## src/rtl/exc_commit_unit_pkg.sv

```systemverilog
// Shared definitions for the MEM->WB exception commit stage: ExcCodes,
// raw exception flag indices and the commit FSM states.
package exc_commit_unit_pkg;

  localparam logic [4:0] EXC_INT  = 5'd0;
  localparam logic [4:0] EXC_MOD  = 5'd1;
  localparam logic [4:0] EXC_TLBL = 5'd2;
  localparam logic [4:0] EXC_TLBS = 5'd3;
  localparam logic [4:0] EXC_ADEL = 5'd4;
  localparam logic [4:0] EXC_ADES = 5'd5;
  localparam logic [4:0] EXC_SYS  = 5'd8;
  localparam logic [4:0] EXC_BP   = 5'd9;
  localparam logic [4:0] EXC_RI   = 5'd10;
  localparam logic [4:0] EXC_OV   = 5'd12;

  localparam int unsigned NumExcFlags = 10;

  // Bit positions inside MEM_Exc; the order is also the priority order.
  typedef enum logic [3:0] {
    FlagIfAdel       = 4'd0,
    FlagIfTlbRefill  = 4'd1,
    FlagIfTlbInvalid = 4'd2,
    FlagRi           = 4'd3,
    FlagOv           = 4'd4,
    FlagSys          = 4'd5,
    FlagBreak        = 4'd6,
    FlagDAde         = 4'd7,
    FlagDTlbRefill   = 4'd8,
    FlagDTlbInvalid  = 4'd9
  } exc_flag_e;

  typedef enum logic [0:0] {
    StRun   = 1'b0,
    StFlush = 1'b1
  } state_e;

  typedef enum logic [1:0] {
    BadNone = 2'd0,
    BadPc   = 2'd1,
    BadData = 2'd2
  } bad_src_e;

  function automatic logic [4:0] pick_code(input logic is_store, input logic [4:0] load_code,
                                           input logic [4:0] store_code);
    return is_store ? store_code : load_code;
  endfunction

endpackage

```

## src/rtl/exc_commit_unit_if.sv

```systemverilog
// MEM/CP0-facing signal bundle of the exception commit stage.
interface exc_commit_unit_if;
  import exc_commit_unit_pkg::*;

  logic [5:0]             Interrupt;
  logic [5:0]             Int_Sync;
  logic                   MEM_Valid;
  logic                   MEM_Stall;
  logic [NumExcFlags-1:0] MEM_Exc;
  logic                   MEM_Exc_Mod;
  logic                   MEM_IsStore;
  logic                   MEM_IsERET;
  logic [31:0]            MEM_PC;
  logic                   MEM_IsInDelaySlot;
  logic [31:0]            MEM_ALUOut;
  logic                   CP0_IE;
  logic                   CP0_EXL;
  logic [7:0]             CP0_IM;
  logic [7:0]             CP0_IP;
  logic [31:0]            CP0_EPC;
  logic                   WB_ExcValid;
  logic [4:0]             WB_ExcCode;
  logic [31:0]            WB_PC;
  logic                   WB_IsInDelaySlot;
  logic [31:0]            WB_BadVAddr;
  logic                   WB_IsERET;
  logic                   Flush_All;
  logic                   Redirect_Valid;
  logic [31:0]            Redirect_PC;

  modport master (
    output Interrupt, MEM_Valid, MEM_Stall, MEM_Exc, MEM_Exc_Mod, MEM_IsStore, MEM_IsERET,
           MEM_PC, MEM_IsInDelaySlot, MEM_ALUOut, CP0_IE, CP0_EXL, CP0_IM, CP0_IP, CP0_EPC,
    input  Int_Sync, WB_ExcValid, WB_ExcCode, WB_PC, WB_IsInDelaySlot, WB_BadVAddr, WB_IsERET,
           Flush_All, Redirect_Valid, Redirect_PC
  );

  modport slave (
    input  Interrupt, MEM_Valid, MEM_Stall, MEM_Exc, MEM_Exc_Mod, MEM_IsStore, MEM_IsERET,
           MEM_PC, MEM_IsInDelaySlot, MEM_ALUOut, CP0_IE, CP0_EXL, CP0_IM, CP0_IP, CP0_EPC,
    output Int_Sync, WB_ExcValid, WB_ExcCode, WB_PC, WB_IsInDelaySlot, WB_BadVAddr, WB_IsERET,
           Flush_All, Redirect_Valid, Redirect_PC
  );

endinterface

```

## src/rtl/exc_commit_unit_int_sync.sv

```systemverilog
// Multi-flop synchroniser for the asynchronous hardware interrupt lines.
module exc_commit_unit_int_sync #(
  parameter int unsigned SyncStages = 2,
  parameter int unsigned Width      = 6
) (
  input  logic             clk,
  input  logic             rst,
  input  logic [Width-1:0] async_i,
  output logic [Width-1:0] sync_o
);

  logic [Width-1:0] sync_q [SyncStages];
  logic [Width-1:0] sync_d [SyncStages];

  always_comb begin
    sync_d[0] = async_i;
    for (int unsigned i = 1; i < SyncStages; i++) begin
      sync_d[i] = sync_q[i-1];
    end
  end

  always_ff @(posedge clk) begin
    for (int unsigned i = 0; i < SyncStages; i++) begin
      if (rst) begin
        sync_q[i] <= '0;
      end else begin
        sync_q[i] <= sync_d[i];
      end
    end
  end

  assign sync_o = sync_q[SyncStages-1];

endmodule

```

## src/rtl/exc_commit_unit.sv

```systemverilog
// MEM->WB exception commit: interrupt acceptance, exception priority,
// registered WB exception fields, one-cycle flush and PC redirect.
module exc_commit_unit
  import exc_commit_unit_pkg::*;
#(
  parameter logic [31:0] EXC_VECTOR    = 32'hBFC0_0380,
  parameter logic [31:0] REFILL_VECTOR = 32'hBFC0_0200,
  parameter int unsigned SYNC_STAGES   = 2
) (
  input logic               clk,
  input logic               rst,
  exc_commit_unit_if.slave  bus
);

  state_e      state_q, state_d;
  logic        exc_valid_q, exc_valid_d;
  logic [4:0]  exc_code_q, exc_code_d;
  logic [31:0] wb_pc_q, wb_pc_d;
  logic        wb_ds_q, wb_ds_d;
  logic [31:0] bad_vaddr_q, bad_vaddr_d;
  logic        wb_eret_q, wb_eret_d;
  logic        flush_q, flush_d;
  logic        redir_valid_q, redir_valid_d;
  logic [31:0] redir_pc_q, redir_pc_d;

  logic        int_pend, accept, exc_hit, exc_refill;
  logic [4:0]  exc_code;
  bad_src_e    bad_src;
  logic [31:0] bad_addr;
  logic [5:0]  int_sync;

  exc_commit_unit_int_sync #(
    .SyncStages (SYNC_STAGES),
    .Width      (6)
  ) u_int_sync (
    .clk     (clk),
    .rst     (rst),
    .async_i (bus.Interrupt),
    .sync_o  (int_sync)
  );

  assign int_pend = bus.CP0_IE & ~bus.CP0_EXL & (|(bus.CP0_IP & bus.CP0_IM));
  // The instruction sitting in MEM during FLUSH is killed, hence the state term.
  assign accept   = (state_q == StRun) & bus.MEM_Valid & ~bus.MEM_Stall;

  always_comb begin
    exc_hit    = 1'b1;
    exc_code   = EXC_INT;
    exc_refill = 1'b0;
    bad_src    = BadNone;
    if (int_pend) begin
      exc_code = EXC_INT;
    end else if (bus.MEM_Exc[FlagIfAdel]) begin
      exc_code = EXC_ADEL;
      bad_src  = BadPc;
    end else if (bus.MEM_Exc[FlagIfTlbRefill]) begin
      exc_code   = EXC_TLBL;
      bad_src    = BadPc;
      exc_refill = 1'b1;
    end else if (bus.MEM_Exc[FlagIfTlbInvalid]) begin
      exc_code = EXC_TLBL;
      bad_src  = BadPc;
    end else if (bus.MEM_Exc[FlagRi]) begin
      exc_code = EXC_RI;
    end else if (bus.MEM_Exc[FlagOv]) begin
      exc_code = EXC_OV;
    end else if (bus.MEM_Exc[FlagSys]) begin
      exc_code = EXC_SYS;
    end else if (bus.MEM_Exc[FlagBreak]) begin
      exc_code = EXC_BP;
    end else if (bus.MEM_Exc[FlagDAde]) begin
      exc_code = pick_code(bus.MEM_IsStore, EXC_ADEL, EXC_ADES);
      bad_src  = BadData;
    end else if (bus.MEM_Exc[FlagDTlbRefill]) begin
      exc_code   = pick_code(bus.MEM_IsStore, EXC_TLBL, EXC_TLBS);
      bad_src    = BadData;
      exc_refill = 1'b1;
    end else if (bus.MEM_Exc[FlagDTlbInvalid]) begin
      exc_code = pick_code(bus.MEM_IsStore, EXC_TLBL, EXC_TLBS);
      bad_src  = BadData;
    end else if (bus.MEM_Exc_Mod) begin
      exc_code = EXC_MOD;
      bad_src  = BadData;
    end else begin
      exc_hit = 1'b0;
    end
  end

  always_comb begin
    case (bad_src)
      BadPc:   bad_addr = bus.MEM_PC;
      BadData: bad_addr = bus.MEM_ALUOut;
      default: bad_addr = '0;
    endcase
  end

  // Anything not accepted (stall, bubble, FLUSH) loads an all-zero WB bubble.
  always_comb begin
    state_d       = StRun;
    exc_valid_d   = 1'b0;
    exc_code_d    = '0;
    wb_pc_d       = '0;
    wb_ds_d       = 1'b0;
    bad_vaddr_d   = '0;
    wb_eret_d     = 1'b0;
    flush_d       = 1'b0;
    redir_valid_d = 1'b0;
    redir_pc_d    = '0;
    if (accept) begin
      wb_pc_d     = bus.MEM_PC;
      wb_ds_d     = bus.MEM_IsInDelaySlot;
      bad_vaddr_d = bad_addr;
      if (exc_hit) begin
        exc_valid_d   = 1'b1;
        exc_code_d    = exc_code;
        flush_d       = 1'b1;
        redir_valid_d = 1'b1;
        redir_pc_d    = (exc_refill & ~bus.CP0_EXL) ? REFILL_VECTOR : EXC_VECTOR;
        state_d       = StFlush;
      end else if (bus.MEM_IsERET) begin
        wb_eret_d     = 1'b1;
        flush_d       = 1'b1;
        redir_valid_d = 1'b1;
        redir_pc_d    = bus.CP0_EPC;
        state_d       = StFlush;
      end
    end
  end

  always_ff @(posedge clk) begin
    if (rst) begin
      state_q       <= StRun;
      exc_valid_q   <= 1'b0;
      exc_code_q    <= '0;
      wb_pc_q       <= '0;
      wb_ds_q       <= 1'b0;
      bad_vaddr_q   <= '0;
      wb_eret_q     <= 1'b0;
      flush_q       <= 1'b0;
      redir_valid_q <= 1'b0;
      redir_pc_q    <= '0;
    end else begin
      state_q       <= state_d;
      exc_valid_q   <= exc_valid_d;
      exc_code_q    <= exc_code_d;
      wb_pc_q       <= wb_pc_d;
      wb_ds_q       <= wb_ds_d;
      bad_vaddr_q   <= bad_vaddr_d;
      wb_eret_q     <= wb_eret_d;
      flush_q       <= flush_d;
      redir_valid_q <= redir_valid_d;
      redir_pc_q    <= redir_pc_d;
    end
  end

  assign bus.Int_Sync         = int_sync;
  assign bus.WB_ExcValid      = exc_valid_q;
  assign bus.WB_ExcCode       = exc_code_q;
  assign bus.WB_PC            = wb_pc_q;
  assign bus.WB_IsInDelaySlot = wb_ds_q;
  assign bus.WB_BadVAddr      = bad_vaddr_q;
  assign bus.WB_IsERET        = wb_eret_q;
  assign bus.Flush_All        = flush_q;
  assign bus.Redirect_Valid   = redir_valid_q;
  assign bus.Redirect_PC      = redir_pc_q;

endmodule

```

## src/flat_wrapper.sv

```systemverilog
// flat-port wrapper written by rule: the top's interface ports become plain ports
module exc_commit_unit_flat import exc_commit_unit_pkg::*;
#(
  parameter logic [31:0] EXC_VECTOR    = 32'hBFC0_0380,
  parameter logic [31:0] REFILL_VECTOR = 32'hBFC0_0200,
  parameter int unsigned SYNC_STAGES   = 2
)
  (clk, rst, bus_Interrupt, bus_MEM_Valid, bus_MEM_Stall, bus_MEM_Exc, bus_MEM_Exc_Mod, bus_MEM_IsStore, bus_MEM_IsERET, bus_MEM_PC, bus_MEM_IsInDelaySlot, bus_MEM_ALUOut, bus_CP0_IE, bus_CP0_EXL, bus_CP0_IM, bus_CP0_IP, bus_CP0_EPC, bus_Int_Sync, bus_WB_ExcValid, bus_WB_ExcCode, bus_WB_PC, bus_WB_IsInDelaySlot, bus_WB_BadVAddr, bus_WB_IsERET, bus_Flush_All, bus_Redirect_Valid, bus_Redirect_PC);
  exc_commit_unit_if bus_i ();
  input logic clk;
  input logic rst;
  input wire logic [$bits(bus_i.Interrupt)-1:0] bus_Interrupt;
  input wire logic [$bits(bus_i.MEM_Valid)-1:0] bus_MEM_Valid;
  input wire logic [$bits(bus_i.MEM_Stall)-1:0] bus_MEM_Stall;
  input wire logic [$bits(bus_i.MEM_Exc)-1:0] bus_MEM_Exc;
  input wire logic [$bits(bus_i.MEM_Exc_Mod)-1:0] bus_MEM_Exc_Mod;
  input wire logic [$bits(bus_i.MEM_IsStore)-1:0] bus_MEM_IsStore;
  input wire logic [$bits(bus_i.MEM_IsERET)-1:0] bus_MEM_IsERET;
  input wire logic [$bits(bus_i.MEM_PC)-1:0] bus_MEM_PC;
  input wire logic [$bits(bus_i.MEM_IsInDelaySlot)-1:0] bus_MEM_IsInDelaySlot;
  input wire logic [$bits(bus_i.MEM_ALUOut)-1:0] bus_MEM_ALUOut;
  input wire logic [$bits(bus_i.CP0_IE)-1:0] bus_CP0_IE;
  input wire logic [$bits(bus_i.CP0_EXL)-1:0] bus_CP0_EXL;
  input wire logic [$bits(bus_i.CP0_IM)-1:0] bus_CP0_IM;
  input wire logic [$bits(bus_i.CP0_IP)-1:0] bus_CP0_IP;
  input wire logic [$bits(bus_i.CP0_EPC)-1:0] bus_CP0_EPC;
  output wire logic [$bits(bus_i.Int_Sync)-1:0] bus_Int_Sync;
  output wire logic [$bits(bus_i.WB_ExcValid)-1:0] bus_WB_ExcValid;
  output wire logic [$bits(bus_i.WB_ExcCode)-1:0] bus_WB_ExcCode;
  output wire logic [$bits(bus_i.WB_PC)-1:0] bus_WB_PC;
  output wire logic [$bits(bus_i.WB_IsInDelaySlot)-1:0] bus_WB_IsInDelaySlot;
  output wire logic [$bits(bus_i.WB_BadVAddr)-1:0] bus_WB_BadVAddr;
  output wire logic [$bits(bus_i.WB_IsERET)-1:0] bus_WB_IsERET;
  output wire logic [$bits(bus_i.Flush_All)-1:0] bus_Flush_All;
  output wire logic [$bits(bus_i.Redirect_Valid)-1:0] bus_Redirect_Valid;
  output wire logic [$bits(bus_i.Redirect_PC)-1:0] bus_Redirect_PC;
  assign bus_i.Interrupt = bus_Interrupt;
  assign bus_i.MEM_Valid = bus_MEM_Valid;
  assign bus_i.MEM_Stall = bus_MEM_Stall;
  assign bus_i.MEM_Exc = bus_MEM_Exc;
  assign bus_i.MEM_Exc_Mod = bus_MEM_Exc_Mod;
  assign bus_i.MEM_IsStore = bus_MEM_IsStore;
  assign bus_i.MEM_IsERET = bus_MEM_IsERET;
  assign bus_i.MEM_PC = bus_MEM_PC;
  assign bus_i.MEM_IsInDelaySlot = bus_MEM_IsInDelaySlot;
  assign bus_i.MEM_ALUOut = bus_MEM_ALUOut;
  assign bus_i.CP0_IE = bus_CP0_IE;
  assign bus_i.CP0_EXL = bus_CP0_EXL;
  assign bus_i.CP0_IM = bus_CP0_IM;
  assign bus_i.CP0_IP = bus_CP0_IP;
  assign bus_i.CP0_EPC = bus_CP0_EPC;
  assign bus_Int_Sync = bus_i.Int_Sync;
  assign bus_WB_ExcValid = bus_i.WB_ExcValid;
  assign bus_WB_ExcCode = bus_i.WB_ExcCode;
  assign bus_WB_PC = bus_i.WB_PC;
  assign bus_WB_IsInDelaySlot = bus_i.WB_IsInDelaySlot;
  assign bus_WB_BadVAddr = bus_i.WB_BadVAddr;
  assign bus_WB_IsERET = bus_i.WB_IsERET;
  assign bus_Flush_All = bus_i.Flush_All;
  assign bus_Redirect_Valid = bus_i.Redirect_Valid;
  assign bus_Redirect_PC = bus_i.Redirect_PC;
  exc_commit_unit #(.EXC_VECTOR(EXC_VECTOR), .REFILL_VECTOR(REFILL_VECTOR), .SYNC_STAGES(SYNC_STAGES)) u_core (.clk(clk), .rst(rst), .bus(bus_i));
endmodule
```

## config.mk

```make
export PLATFORM = sky130hd
export DESIGN_NAME = exc_commit_unit_flat
export DESIGN_NICKNAME = d
export VERILOG_FILES = /design/src/rtl/exc_commit_unit_pkg.sv /design/src/rtl/exc_commit_unit_if.sv /design/src/rtl/exc_commit_unit_int_sync.sv /design/src/rtl/exc_commit_unit.sv /design/src/flat_wrapper.sv
export SDC_FILE = /design/constraint.sdc
export NUM_CORES = 1
export LEC_CHECK = 0
export ABC_AREA = 0
export BUFFER_PORTS_ARGS = -buffer_cell sky130_fd_sc_hd__clkbuf_2
export CAP_MARGIN = 10
export CORE_AREA = 2 2 98 100
export CTS_CLUSTER_SIZE = 16
export DETAILED_ROUTE_END_ITERATION = 8
export DIE_AREA = 0 0 100 102
export GPL_ROUTABILITY_DRIVEN = 0
export PLACE_DENSITY = 0.89
export SLEW_MARGIN = 40
export SYNTH_ARGS = -nofsm -noshare
export SYNTH_HDL_FRONTEND = slang
export SYNTH_SLANG_ARGS = --single-unit
```

## constraint.sdc

```tcl
create_clock -name clk -period 4 [get_ports clk]
set_clock_uncertainty 0.05 [all_clocks]
set_input_delay 0.8 -clock clk [delete_from_list [all_inputs] [get_ports clk]]
set_output_delay 0.8 -clock clk [all_outputs]
set_load 0.02 [all_outputs]
```

==> results of run 1 <==
## final cells by class
class | count | area (um2)
flip-flops and latches | 116 | 2320
well taps | 111 | 139
clock inverters | 15 | 191
clock buffers | 17 | 414
multi-input cells | 198 | 1230
repair buffers | 251 | 1260
fillers | 748 | 3540
inverters | 2 | 7.51
## kinds of logic (layout without fill, tap and decap cells)
| group | count (synthesis) | count (layout) |
|---|---|---|
| flip-flops | 116 | 116 |
| AND/OR/NAND/NOR | 135 | 135 |
| other | 1 | 1 |
| adder cells (fa/ha/maj) | 2 | 2 |
| AO/OA/AOI/OAI | 60 | 60 |
| buffers and inverters | 23 | 285 |
## power by group through the flow
stage / Sequential [uW] / Clock, uW / Combinational, uW
after floorplan: 1240 / 0 / 66.5
after global placement: 1210 / 0 / 205
after detailed placement: 1220 / 0 / 212
after CTS: 1190 / 1560 / 213
after global routing: 1190 / 1620 / 231
final: 1190 / 1530 / 212
## worst max-delay path, cell delays in order
cell and delay [ps]:
clkbuf_2 90, a22o_1 250, o41ai_2 440, or2b_1 290, inv_1 60, ha_2 640
a22oi_1 200, nor2_1 170
## worst paths after layout
check | from | end | slack [ps] | cells past startpoint
worst max-delay path | bus_CP0_IP[1] | u_core.bus.WB_BadVAddr[16]$_SDFF_PP0_ | 1410 | 8
worst min-delay path | u_core.u_int_sync.sync_q[0][1]$_SDFF_PP0_ | u_core.u_int_sync.sync_q[1][1]$_SDFF_PP0_ | 390 | 1
worst max register to register | u_core.state_q$_SDFF_PP0_ | u_core.bus.Redirect_PC[0]$_SDFF_PP0_ | 2110 | 3
worst min register to register | u_core.u_int_sync.sync_q[0][1]$_SDFF_PP0_ | u_core.u_int_sync.sync_q[1][1]$_SDFF_PP0_ | 390 | 1
## sequential cells by signal (all words and copies together), names as in the netlist
name and flops:
u_core.bus.Redirect_PC 32, u_core.bus.WB_BadVAddr 32, u_core.bus.WB_ExcCode 4, u_core.bus.WB_ExcValid 1, u_core.bus.WB_IsERET 1, u_core.bus.WB_IsInDelaySlot 1
u_core.bus.WB_PC 32, u_core.state_q 1, u_core.u_int_sync.sync_q 12
## Yosys cell counts, types with 3 or more instances
cell | n | area [um2]
a21oi_1 | 13 | 65.1
a22o_1 | 4 | 35.0
a22oi_1 | 32 | 240
a31oi_1 | 3 | 18.8
and2_1 | 53 | 332
clkbuf_1 | 15 | 56.3
dfxtp_1 | 116 | 2320
nand2_1 | 11 | 41.3
nor2_1 | 40 | 150
nor2b_1 | 13 | 81.3
nor3_1 | 4 | 20.0
## metal layers
layer  up-vias  part of all wire [%]
li1       1644                     -
met1      1539                    39
met2       157                    54
met3         2                   6.8
met4         0                  0.43
met5         -                     0
## metrics by stage
step | hold slack, ps | cell area, um2 | std cells | total power (uW) | worst slack (ps)
after detailed placement | 373 | 4970 | 678 | 1430 | 954
after global placement | 369 | 4960 | 678 | 1420 | 638
after CTS | 386 | 5570 | 710 | 2960 | 1440
after global routing | 402 | 5570 | 710 | 3040 | 1320
after floorplan | 364 | 3670 | 337 | 1310 | 1380
final | 388 | 5570 | 710 | 2940 | 1410
## cells in the final DEF (no fill, tap or decap), drive strengths merged, types with 2 or more instances in the layout
cell type	n
a21oi	13
a22o	4
a22oi	32
a31oi	3
and2	53
buf	3
bufinv	3
clkbuf	265
clkinv	3
clkinvlp	2
dfxtp	116
ha	2
inv	9
nand2	11
nor2	40
nor2b	13
nor3	4
nor4	4
nor4b	2
==> flow_summary_export.csv, run 1 <==
group,metric,value,unit
route,first_pass_iters,4,
synthesis,synth_compound_area_share,12.0,%
synthesis,synth_area,3670,um2
power_and_ir_drop,p_int,2240,uW
synthesis,ys_ff_latch,116,
timing,tightest_slew,813,ps
grt,grt_pass1_vias,3349,
floorplanning,fp.dieW,100,um
synthesis,async_reset_ff_share,0,%
cells_and_area,drive_gt1_share,48.7,%
grt,grt_busiest_layer,"met2",
grt,grt_max_degree,33,
clocking,clk_latency,490,ps
cells_and_area,antennaDiodeCount,0,
clocking,postCtsSetupRepairBufs,0,
synthesis,synth-xor-area-share,0,%
floorplanning,fp.coreArea,9110,um2
floorplanning,io_pins,250,
synthesis,netlist_instances,337,
setup_path,critPathCaptureType,"flip-flop",
power_and_ir_drop,swShare,23.6,%
grt,met1_usage,21.0,%
floorplanning,die_h,102,um
grt,met3_usage,5.95,%
hold_path,hp-class,"reg -> reg",
power_and_ir_drop,pwr-share-clk,52.2,%
clocking,clock-root-buffer,"clkbuf_8",
route,vias,3342,
timing,finalCriticalPeriod,2590,ps
setup_path,crit_required,4360,ps
grt,grt-ovfl-total,0,
synthesis,synth.distinct_cells,38,
grt,antenna_found_initial,0,
synthesis,avgSynthCellArea,10.9,um2
setup_path,crit_path_max_fanout,32,
power_and_ir_drop,combPwrFrac,7.2,%
route,drc,0,
route,vias_per_cell,4.71,
timing,setup_violations,0,
placement,port_buffers,248,
synthesis,synth_edf_count,0,
floorplanning,die_area,10200,um2
synthesis,synth_top_family_by_area,"simple AND/OR/NAND/NOR gates",
route,postRouteAntennaNets,0,
synthesis,syn-num-nets,477,
timing,report.final.hold_viol_count,0,
synthesis,synthAdderAreaFrac,0.683,%
clocking,h-tree-depth,4,
grt,met2_usage,37.6,%
power_and_ir_drop,seq_power_share,40.5,%
setup_path,worstSetupStartpointType,"input pin",
clocking,post_cts_resized,0,
floorplanning,rows,35,
clocking,clk_pin_slew,60,ps
clocking,cts_num_sinks,116,
power_and_ir_drop,powerDensity,527,nW/um2
clocking,cts_hold_buf,0,
grt,gr-usage-all-layers,19.9,%
power_and_ir_drop,vdd_drop_max,0.316,mV
run_status,outcome,"finished clean",
timing,max_freq,386,MHz
synthesis,synthMuxAreaShare,0,%
cells_and_area,utilization,61.2,%
clocking,clockBufferDepth,2,
setup_path,criticalPathCategory,"in -> reg",
route,wl_per_cell,15.1,um
flow_run,maxCapViolCount,0,
floorplanning,start_util,40.2,%
timing,drv_slew,0,
clocking,numCtsBuffers,17,
timing,setup_tns,0,ps
timing,rsz0062_at_grt,"false",
route,drt-initial-drc-count,103,
route,totalWireLength,10700,um
clocking,cts_tree,"yes",
synthesis,seq_area_frac_synth,63.3,%
grt,grt_pass1_wl,15600,um
timing,period_share,64.8,%
power_and_ir_drop,power_switching,693,uW
synthesis,yosysWarnings,0,
placement,hpwlAfterDp,7870,um
synthesis,synth_top_flop_cell,"dfxtp_1",
power_and_ir_drop,power.leakage,0.00282,uW
timing,slew_headroom,45.6,%
cells_and_area,nets,726,
synthesis,yosys.area_share.simple,20.9,%
setup_path,cp.arrival,2950,ps
cells_and_area,area_growth,52.0,%
Note: power is estimated with default switching activity, not from simulation.
==> inputs of run 2 (changes only) <==
--- a/config.mk
+++ b/config.mk
@@ -8,12 +8,11 @@
 export ABC_AREA = 0
 export BUFFER_PORTS_ARGS = -buffer_cell sky130_fd_sc_hd__clkbuf_2
 export CAP_MARGIN = 10
-export CORE_AREA = 2 2 98 100
+export CORE_UTILIZATION = 41
 export CTS_CLUSTER_SIZE = 16
 export DETAILED_ROUTE_END_ITERATION = 8
-export DIE_AREA = 0 0 100 102
 export GPL_ROUTABILITY_DRIVEN = 0
-export PLACE_DENSITY = 0.89
+export PLACE_DENSITY = 0.9
 export SLEW_MARGIN = 40
 export SYNTH_ARGS = -nofsm -noshare
 export SYNTH_HDL_FRONTEND = slang
==> constraint.sdc (replaced) <==
create_clock -name clk -period 2.4 [get_ports clk]
set_clock_uncertainty 0.05 [all_clocks]
set_input_delay 0.48 -clock clk [delete_from_list [all_inputs] [get_ports clk]]
set_output_delay 0.48 -clock clk [all_outputs]
set_load 0.02 [all_outputs]
==> flow_summary_export.csv, run 2 (synthesized netlist as in run 1, its figures left out) <==
group,metric,value,unit
cells_and_area,layout_commonest_cell,"clkbuf_2",
floorplanning,rows,34,
clocking,numCtsBuffers,17,
floorplanning,fp.dieW,96.6,um
cells_and_area,nets,735,
clocking,clockBufferDepth,2,
setup_path,worstSetupStartpointType,"input pin",
route,totalWireLength,10500,um
cells_and_area,area_growth,53.0,%
power_and_ir_drop,power.leakage,0.00285,uW
grt,grt_max_degree,25,
clocking,cts_hold_buf,0,
placement,hpwlAfterDp,8150,um
timing,setup_tns,0,ps
clocking,clock-root-buffer,"clkbuf_8",
timing,setup_violations,0,
timing,fin_hold_ws,128,ps
power_and_ir_drop,vdd_drop_max,0.425,mV
route,drt-initial-drc-count,95,
setup_path,criticalPathCategory,"in -> reg",
floorplanning,fp.coreArea,8680,um2
floorplanning,io_pins,250,
grt,gr-usage-all-layers,22.0,%
run_status,outcome,"finished clean",
clocking,clk_latency,500,ps
setup_path,cp.arrival,2270,ps
route,vias_per_cell,4.74,
cells_and_area,drive_gt1_share,49.2,%
clocking,cts_num_sinks,116,
placement,port_buffers,248,
clocking,postCtsSetupRepairBufs,0,
setup_path,critPathLaunch,"bus_CP0_IP[1]",
cells_and_area,final_cell_mix,"248 x clkbuf_2, 116 x dfxtp_1, 53 x and2_1, 40 x nor2_1, 32 x a22oi_1",
timing,finalCriticalPeriod,1880,ps
flow_run,maxCapViolCount,0,
hold_path,hp-class,"in -> reg",
setup_path,crit_required,2790,ps
hold_path,hp-start,"bus_CP0_EPC[6]",
setup_path,r2r-start,"u_core.state_q$_SDFF_PP0_",
route,wl_per_cell,14.7,um
clocking,h-tree-depth,4,
cells_and_area,antennaDiodeCount,0,
timing,max_freq,531,MHz
clocking,cts_tree,"yes",
grt,grt_pass1_wl,15200,um
timing,rsz0062_at_grt,"false",
power_and_ir_drop,powerDensity,850,nW/um2
setup_path,critPathCaptureType,"flip-flop",
floorplanning,start_util,42.2,%
timing,report.final.hold_viol_count,0,
grt,grt_pass1_vias,3232,
route,vias,3394,
clocking,clk_pin_slew,60,ps
route,postRouteAntennaNets,0,
setup_path,crit_path_max_fanout,18,
clocking,post_cts_resized,0,
placement,place_ws,-4.61,ps
timing,drv_slew,0,
floorplanning,die_area,9320,um2
grt,grt-ovfl-total,0,
grt,antenna_found_initial,0,
route,first_pass_iters,4,
timing,period_share,78.5,%
route,drc,0,
floorplanning,die_h,96.6,um
timing,timing.final.ws_setup,516,ps
-- run 2: cell count changes in the layout (fill, tap and decap cells not counted) --
cell	previous run	this run
ha_1	1	2
clkbuf_8	1	2
inv_8	1	0
clkbuf_1	0	1
clkinvlp_4	2	4
ha_2	1	0
buf_4	3	12
clkinv_4	2	1
bufinv_16	3	2
inv_6	6	5
-- run 2: critical path, cell delays in order --
cell and delay (ps):
clkbuf_2 90, a22o_1 250, o41ai_2 390, or2b_1 290
ha_1 270, nand2b_1 160, buf_4 220, nor2_1 130
-- run 2: through the flow --
stage	area (um2)	cells	utilization (%)	total power, uW
2_1_floorplan	3670	337	-	2190
3_3_place_gp	5030	684	57.9	2380
3_5_place_dp	5030	684	57.9	2390
4_1_cts	5610	716	64.6	4820
5_1_grt	5610	716	64.6	4930
6_report	5610	716	64.6	4770
-- run 2: final timing paths --
check / endpoint / slack [ps] / depth (start not counted)
setup / recovery: u_core.bus.WB_BadVAddr[18]$_SDFF_PP0_ / 520 / 8
hold / removal: u_core.bus.Redirect_PC[6]$_SDFF_PP0_ / 130 / 2
hold reg to reg: u_core.u_int_sync.sync_q[1][4]$_SDFF_PP0_ / 390 / 1
setup reg to reg: u_core.bus.Redirect_PC[22]$_SDFF_PP0_ / 730 / 2
-- run 2: power breakdown --
part           total, uW  internal, uW  leakage, uW  switching [uW]
clock               2420          1520     0.000272             902
sequential          1980          1970     0.000942            13.2
combinational        365           166      0.00164             199
total               4770          3660      0.00285            1110
-- run 2: routing by layer --
layer | global-route usage (%) | wire [um] | up-vias
met4 | 7.23 | 104 | 0
met2 | 41.0 | 5630 | 155
met1 | 23.4 | 4050 | 1571
li1 | - | - | 1660
met5 | 0 | 0 | -
met3 | 7.04 | 741 | 8
-- run 2: cell type report --
class                           count  area [um2]
Fill cell                         698        3070
Sequential cell                   116        2320
Timing Repair Buffer              260        1330
Multi-Input combinational cell    198        1230
Clock buffer                       19         432
Clock inverter                     13         148
Tap cell                          108         135
Inverter                            2        7.51
